**src/rtl/trace_pkg.sv**
```systemverilog
// Shared trace record layout and overflow-policy constants for the retire trace buffer.
package trace_pkg;

    localparam int TRACE_STALL = 0;
    localparam int TRACE_DROP  = 1;

    // Wide enough to hold an active count of up to four channels.
    localparam int CNT_W = 3;

    typedef struct packed {
        logic        valid;
        logic [31:0] pc;
        logic [31:0] inst;
        logic        rdv;
        logic [4:0]  rd_x;
        logic [31:0] rd_data;
        logic        pcv;
        logic [31:0] pc_x;
        logic [31:0] seq;
        logic        gap;
    } trace_rec_t;

endpackage

```
**src/rtl/trace_compact.sv**
```systemverilog
// Packs the active retire channels: each channel gets its slot offset, plus the total active count.
module trace_compact
    import trace_pkg::*;
#(
    parameter int NCH = 2
) (
    input  logic [NCH-1:0]            active_i,
    output logic [NCH-1:0][CNT_W-1:0] offset_o,
    output logic [CNT_W-1:0]          count_o
);

    logic [CNT_W-1:0] acc;

    always_comb begin
        acc      = '0;
        offset_o = '0;
        for (int i = 0; i < NCH; i++) begin
            offset_o[i] = acc;
            acc         = acc + CNT_W'(active_i[i]);
        end
        count_o = acc;
    end

endmodule

```
**src/rtl/trace_buffer.sv**
```systemverilog
// Multi-channel retire trace FIFO with first-word fall-through output and a stall or drop overflow policy.
module trace_buffer
    import trace_pkg::*;
#(
    parameter int NCH       = 2,
    parameter int DEPTH     = 16,
    parameter int DROP_MODE = TRACE_STALL
) (
    input  logic                    clk,
    input  logic                    reset,
    input  logic [NCH-1:0]          in_valid,
    input  logic [NCH-1:0][31:0]    in_pc,
    input  logic [NCH-1:0][31:0]    in_inst,
    input  logic [NCH-1:0]          in_rdv,
    input  logic [NCH-1:0][4:0]     in_rd_x,
    input  logic [NCH-1:0][31:0]    in_rd_data,
    input  logic [NCH-1:0]          in_pcv,
    input  logic [NCH-1:0][31:0]    in_pc_x,
    output logic                    in_ready,
    output logic                    out_valid,
    input  logic                    out_ready,
    output trace_rec_t              out_rec,
    output logic [$clog2(DEPTH):0]  level,
    output logic [15:0]             drop_cnt
);

    localparam int AW    = (DEPTH > 1) ? $clog2(DEPTH) : 1;
    localparam int LW    = $clog2(DEPTH) + 1;
    localparam int SLOTS = 1 << AW;

    logic [NCH-1:0]            active;
    logic [NCH-1:0][CNT_W-1:0] offset;
    logic [CNT_W-1:0]          count;

    logic [AW-1:0]  wptr_q, wptr_d, rptr_q, rptr_d;
    logic [LW-1:0]  level_q, level_d, free;
    logic [31:0]    seq_q, seq_d;
    logic [15:0]    drop_cnt_q, drop_cnt_d;
    logic           gap_q, gap_d;
    logic [16:0]    drop_sum;
    logic           accept, fits, push, drop, pop;

    trace_rec_t     wr_rec [NCH];
    logic [AW-1:0]  wr_idx [NCH];
    trace_rec_t     mem    [SLOTS];

    assign active = in_valid | in_rdv | in_pcv;

    trace_compact #(.NCH(NCH)) u_compact (
        .active_i (active),
        .offset_o (offset),
        .count_o  (count)
    );

    // Space is judged on the registered level only, so a pop this cycle never makes room this cycle.
    assign free   = LW'(DEPTH) - level_q;
    assign fits   = free >= LW'(count);
    assign accept = (DROP_MODE == TRACE_DROP) ? 1'b1 : (free >= LW'(NCH));
    assign push   = accept & fits & (count != '0);
    assign drop   = accept & ~fits;
    assign pop    = out_valid & out_ready;

    always_comb begin
        for (int i = 0; i < NCH; i++) begin
            wr_idx[i] = wptr_q + AW'(offset[i]);
            wr_rec[i] = '{valid:   in_valid[i],
                          pc:      in_pc[i],
                          inst:    in_inst[i],
                          rdv:     in_rdv[i],
                          rd_x:    in_rd_x[i],
                          rd_data: in_rd_data[i],
                          pcv:     in_pcv[i],
                          pc_x:    in_pc_x[i],
                          seq:     seq_q + 32'(offset[i]),
                          gap:     gap_q && (offset[i] == '0)};
        end
    end

    always_comb begin
        wptr_d     = wptr_q;
        rptr_d     = rptr_q;
        seq_d      = seq_q;
        drop_cnt_d = drop_cnt_q;
        gap_d      = gap_q;
        drop_sum   = {1'b0, drop_cnt_q} + 17'(count);
        if (accept) begin
            seq_d = seq_q + 32'(count);
        end
        if (push) begin
            wptr_d = wptr_q + AW'(count);
            gap_d  = 1'b0;
        end
        if (drop) begin
            drop_cnt_d = drop_sum[16] ? 16'hFFFF : drop_sum[15:0];
            gap_d      = 1'b1;
        end
        if (pop) begin
            rptr_d = rptr_q + 1'b1;
        end
        level_d = level_q + (push ? LW'(count) : '0) - LW'(pop);
    end

    always_ff @(posedge clk) begin
        if (reset) begin
            wptr_q     <= '0;
            rptr_q     <= '0;
            level_q    <= '0;
            seq_q      <= '0;
            drop_cnt_q <= '0;
            gap_q      <= 1'b0;
        end else begin
            wptr_q     <= wptr_d;
            rptr_q     <= rptr_d;
            level_q    <= level_d;
            seq_q      <= seq_d;
            drop_cnt_q <= drop_cnt_d;
            gap_q      <= gap_d;
        end
    end

    always_ff @(posedge clk) begin
        for (int i = 0; i < NCH; i++) begin
            if (push && active[i]) begin
                mem[wr_idx[i]] <= wr_rec[i];
            end
        end
    end

    assign in_ready  = accept;
    assign out_valid = (level_q != '0);
    assign out_rec   = mem[rptr_q];
    assign level     = level_q;
    assign drop_cnt  = drop_cnt_q;

endmodule
```
**config.mk**
```make
export PLATFORM = sky130hd
export DESIGN_NAME = trace_buffer
export DESIGN_NICKNAME = d
export VERILOG_FILES = /design/src/rtl/trace_pkg.sv /design/src/rtl/trace_compact.sv /design/src/rtl/trace_buffer.sv
export SDC_FILE = /design/constraint.sdc
export NUM_CORES = 2
export LEC_CHECK = 0
export CORE_ASPECT_RATIO = 1.5
export CORE_UTILIZATION = 45
export DETAILED_ROUTE_END_ITERATION = 6
export PLACE_DENSITY = 0.72
export REMOVE_ABC_BUFFERS = 1
export SYNTH_ARGS = -nofsm -noshare
export SYNTH_HDL_FRONTEND = slang
export SYNTH_SLANG_ARGS = --single-unit
```
**constraint.sdc**
```tcl
create_clock -name clk -period 29.5 [get_ports clk]
set_clock_uncertainty 0.2 [all_clocks]
set_input_delay 5.9 -clock clk [delete_from_list [all_inputs] [get_ports clk]]
set_output_delay 5.9 -clock clk [all_outputs]
set_load 0.05 [all_outputs]
```
==> results.py <==
metrics = {
    "outcome": {
        "status": "finished with violations",
        "violations": "slew limit",
    },
    "clocking": {
        "htree_num_levels": 5,
        "cts_num_sinks": 2770,
        "ctsHoldBuffers": 0,
        "cts_root_buf": "clkbuf_16",
        "cts_buffers": 285,
        "clkTransAtPathRegs_ns": 0.07,
        "cts_tree": "yes",
        "clock_latency_ns": 0.91,
        "cts_resized": 0,
        "post_cts_buffers": 0,
        "clockBufferDepth": 4,
    },
    "finish": {
        "final_common_cell": "edfxtp_1",
        "nets": 8891,
        "drive_gt1_frac": 0.407,
        "final_cell_mix": "edfxtp_1 (2704), mux2_2 (2171), mux4_2 (780)",
        "final_area_mm2": 0.159,
        "area_delta_synth_final_pct": 11.9,
        "layout.cells.non_filler": 13000,
    },
    "setup_path": {
        "required_ns": 29.78,
        "worst_setup_path_start_kind": "input port",
        "cpPeakStageDelay_ns": 0.90,
        "cp.arrival_ns": 13.40,
        "crit_slowest_cell": "clkdlybuf4s50_1",
        "path_common_cell": "buf_4",
        "end_kind": "register",
        "path_delay_family": "buffers and inverters",
        "worstPathCellList": "clkdlybuf4s50_1 > or3_1 > ha_1 > ha_1 > nand2b_1 > a21o_1 > a22o_4 > buf_4 > nand3_4 > o21ai_4 > buf_4 > buf_4 > buf_4",
        "crit_buf_inv": 5,
        "path_max_fanout": 66,
        "criticalPathCategory": "in -> reg",
    },
    "power_and_ir_drop": {
        "powerDensity_mw_per_mm2": 94.9,
        "total_leakage_power_uw": 0.0493,
        "ir_worst_vdd_mv": 0.140,
    },
    "synth": {
        "synth_area_per_cell_um2": 16.4,
        "seq_area_frac_synth": 0.582,
        "ys.warnings.count": 0,
        "synth_top_area_frac": 0.572,
        "synth_edf_count": 2704,
        "synth_cell_types": 66,
        "synth_area_leaders": "edfxtp_1 (57%), mux2_2 (17%), mux4_2 (12%)",
        "netlist_area_mm2": 0.142,
        "yosys.area.top_type": "edfxtp_1",
        "synth_seq_cells": 2770,
        "async_flop_share": 0,
        "ys.flop_type": "edfxtp_1",
        "syn_inst": 8622,
    },
    "place": {
        "io_buffers": 466,
        "dp.cells": 12500,
        "place_congestion": 0.861,
        "hpwl_mm": 236,
        "placed_area_mm2": 0.150,
    },
    "timing": {
        "rsz0062_at_grt": "false",
        "period_share": 0.445,
        "fin_setup_tns_ns": 0,
        "worst_slew_pin_slew_ns": 1.58,
        "finalSetupViolations": 0,
        "hold_viol_final": 0,
        "slew-limit-headroom": -0.0500,
        "slew_violations": 37,
        "fmax_mhz": 76.2,
        "finalCriticalPeriod_ns": 13.12,
    },
    "global_route": {
        "grt_pass1_vias": 87000,
        "antenna_found_initial": 95,
        "grt_pass1_wl_mm": 624,
        "grt-ovfl-total": 0,
        "track_usage": 0.273,
        "grt_max_degree": 106,
    },
    "floorplan": {
        "core_mm2": 0.314,
        "die-area_mm2": 0.317,
        "rows": 252,
        "die_h_um": 690,
        "initial_core_util": 0.452,
        "die_w_um": 460,
        "ios": 467,
    },
    "min_path": {
        "holdCritPathClass": "reg -> reg",
    },
    "route": {
        "wl_per_cell_um": 33.6,
        "firstDrtPassIters": 6,
        "routed_wl_mm": 438,
        "drt_iter0_drc": 9984,
        "routed-via-count": 83800,
        "drcViolationCount": 0,
        "postRouteAntennaNets": 0,
        "via_per_inst": 6.43,
    },
    "run": {
        "maxCapViolCount": 0,
    },
}
-- synthesized netlist by cell type (4+ instances only) --
| master | n |
|---|---|
| a211oi_1 | 65 |
| a21boi_0 | 8 |
| a21o_1 | 5 |
| a21oi_1 | 116 |
| a31oi_1 | 5 |
| and2_1 | 11 |
| and3_1 | 11 |
| and4_1 | 13 |
| buf_1 | 106 |
| buf_2 | 237 |
| buf_4 | 51 |
| clkbuf_1 | 575 |
| dfxtp_1 | 66 |
| edfxtp_1 | 2704 |
| fa_1 | 4 |
| ha_1 | 25 |
| inv_1 | 23 |
| mux2_1 | 56 |
| mux2_2 | 2171 |
| mux2i_1 | 68 |
| mux4_2 | 780 |
| nand2_1 | 97 |
| nand2b_1 | 6 |
| nand3_1 | 216 |
| nand4_1 | 125 |
| nor2_1 | 57 |
| nor2b_1 | 77 |
| nor3_1 | 250 |
| nor3_2 | 9 |
| nor4_1 | 58 |
| o21ai_0 | 25 |
| o21bai_1 | 8 |
| o31a_1 | 8 |
| o31ai_1 | 19 |
| or3_1 | 25 |
| or4_1 | 24 |
| xnor2_1 | 254 |
| xor2_1 | 221 |
-- layer usage --
layer  vias up  track usage  share of wire
met1     44300        0.337           0.37
met4        40        0.129          0.047
met5         -            0        0.00054
li1      34300            -              -
met3       940       0.0462          0.081
met2      4195        0.465           0.50
-- cell families after synthesis --
group	Yosys count	share of synthesized area
simple gates	992	0.0379
mux	3075	0.305
fa+ha+maj	29	0.00277
buf+inv	995	0.0298
compound gates	286	0.0129
flops	2770	0.582
xor+xnor	475	0.0293
-- worst reg2reg max path, delay by kind of cell (launching register included) --
kind	cells	cell delay, ns
simple gates	3	1.28
fa+ha+maj	2	0.92
buf+inv	4	3.15
flops	1	0.41
compound gates	1	0.60
-- per-stage QoR --
step            util  total power [µW]  setup slack, ns  hold WS, ns
2_1_floorplan      -             11300            -7.09        0.285
6_report       0.506             15100            16.38        0.291
3_3_place_gp   0.477             11500            15.69        0.260
3_5_place_dp   0.477             11600            15.58        0.280
5_1_grt        0.506             15500            16.09        0.322
4_1_cts        0.505             15100            16.28        0.289
-- report_power, final --
part / leakage, µW / internal (µW) / switching [µW] / total, µW
combinational: 0.0200 / 2070 / 3770 / 5840
sequential: 0.0250 / 5440 / 217 / 5660
clock: 0.00429 / 1990 / 1570 / 3560
-- path summary, 6_finish.rpt --
check / start / end / slack (ns) / cells past startpoint
worst max-delay path: in_rdv[1] / mem[0][136] / 16.38 / 13
worst min-delay path: seq_q[22] / seq_q[22] / 0.29 / 2
worst max register to register: wptr_q[0] / mem[15][161] / 22.53 / 10
worst min register to register: seq_q[22] / seq_q[22] / 0.29 / 2
-- registers in the layout (all words and copies together) (netlist names), named ones only --
name / count
drop_cnt: 16
gap_q: 1
level: 5
mem: 2704
rptr_q: 4
seq_q: 32
wptr_q: 4
-- area by class of cell --
type	instances	area, µm²
diodes	50	125
clock buffers	362	7600
clock inverters	131	1240
fillers	25400	155000
inverters	26	97.6
multi-input cells	4857	55600
flip-flops and latches	2770	82500
well taps	4191	5240
repair buffers	647	6270
Note: power is estimated with default switching activity, not from simulation.
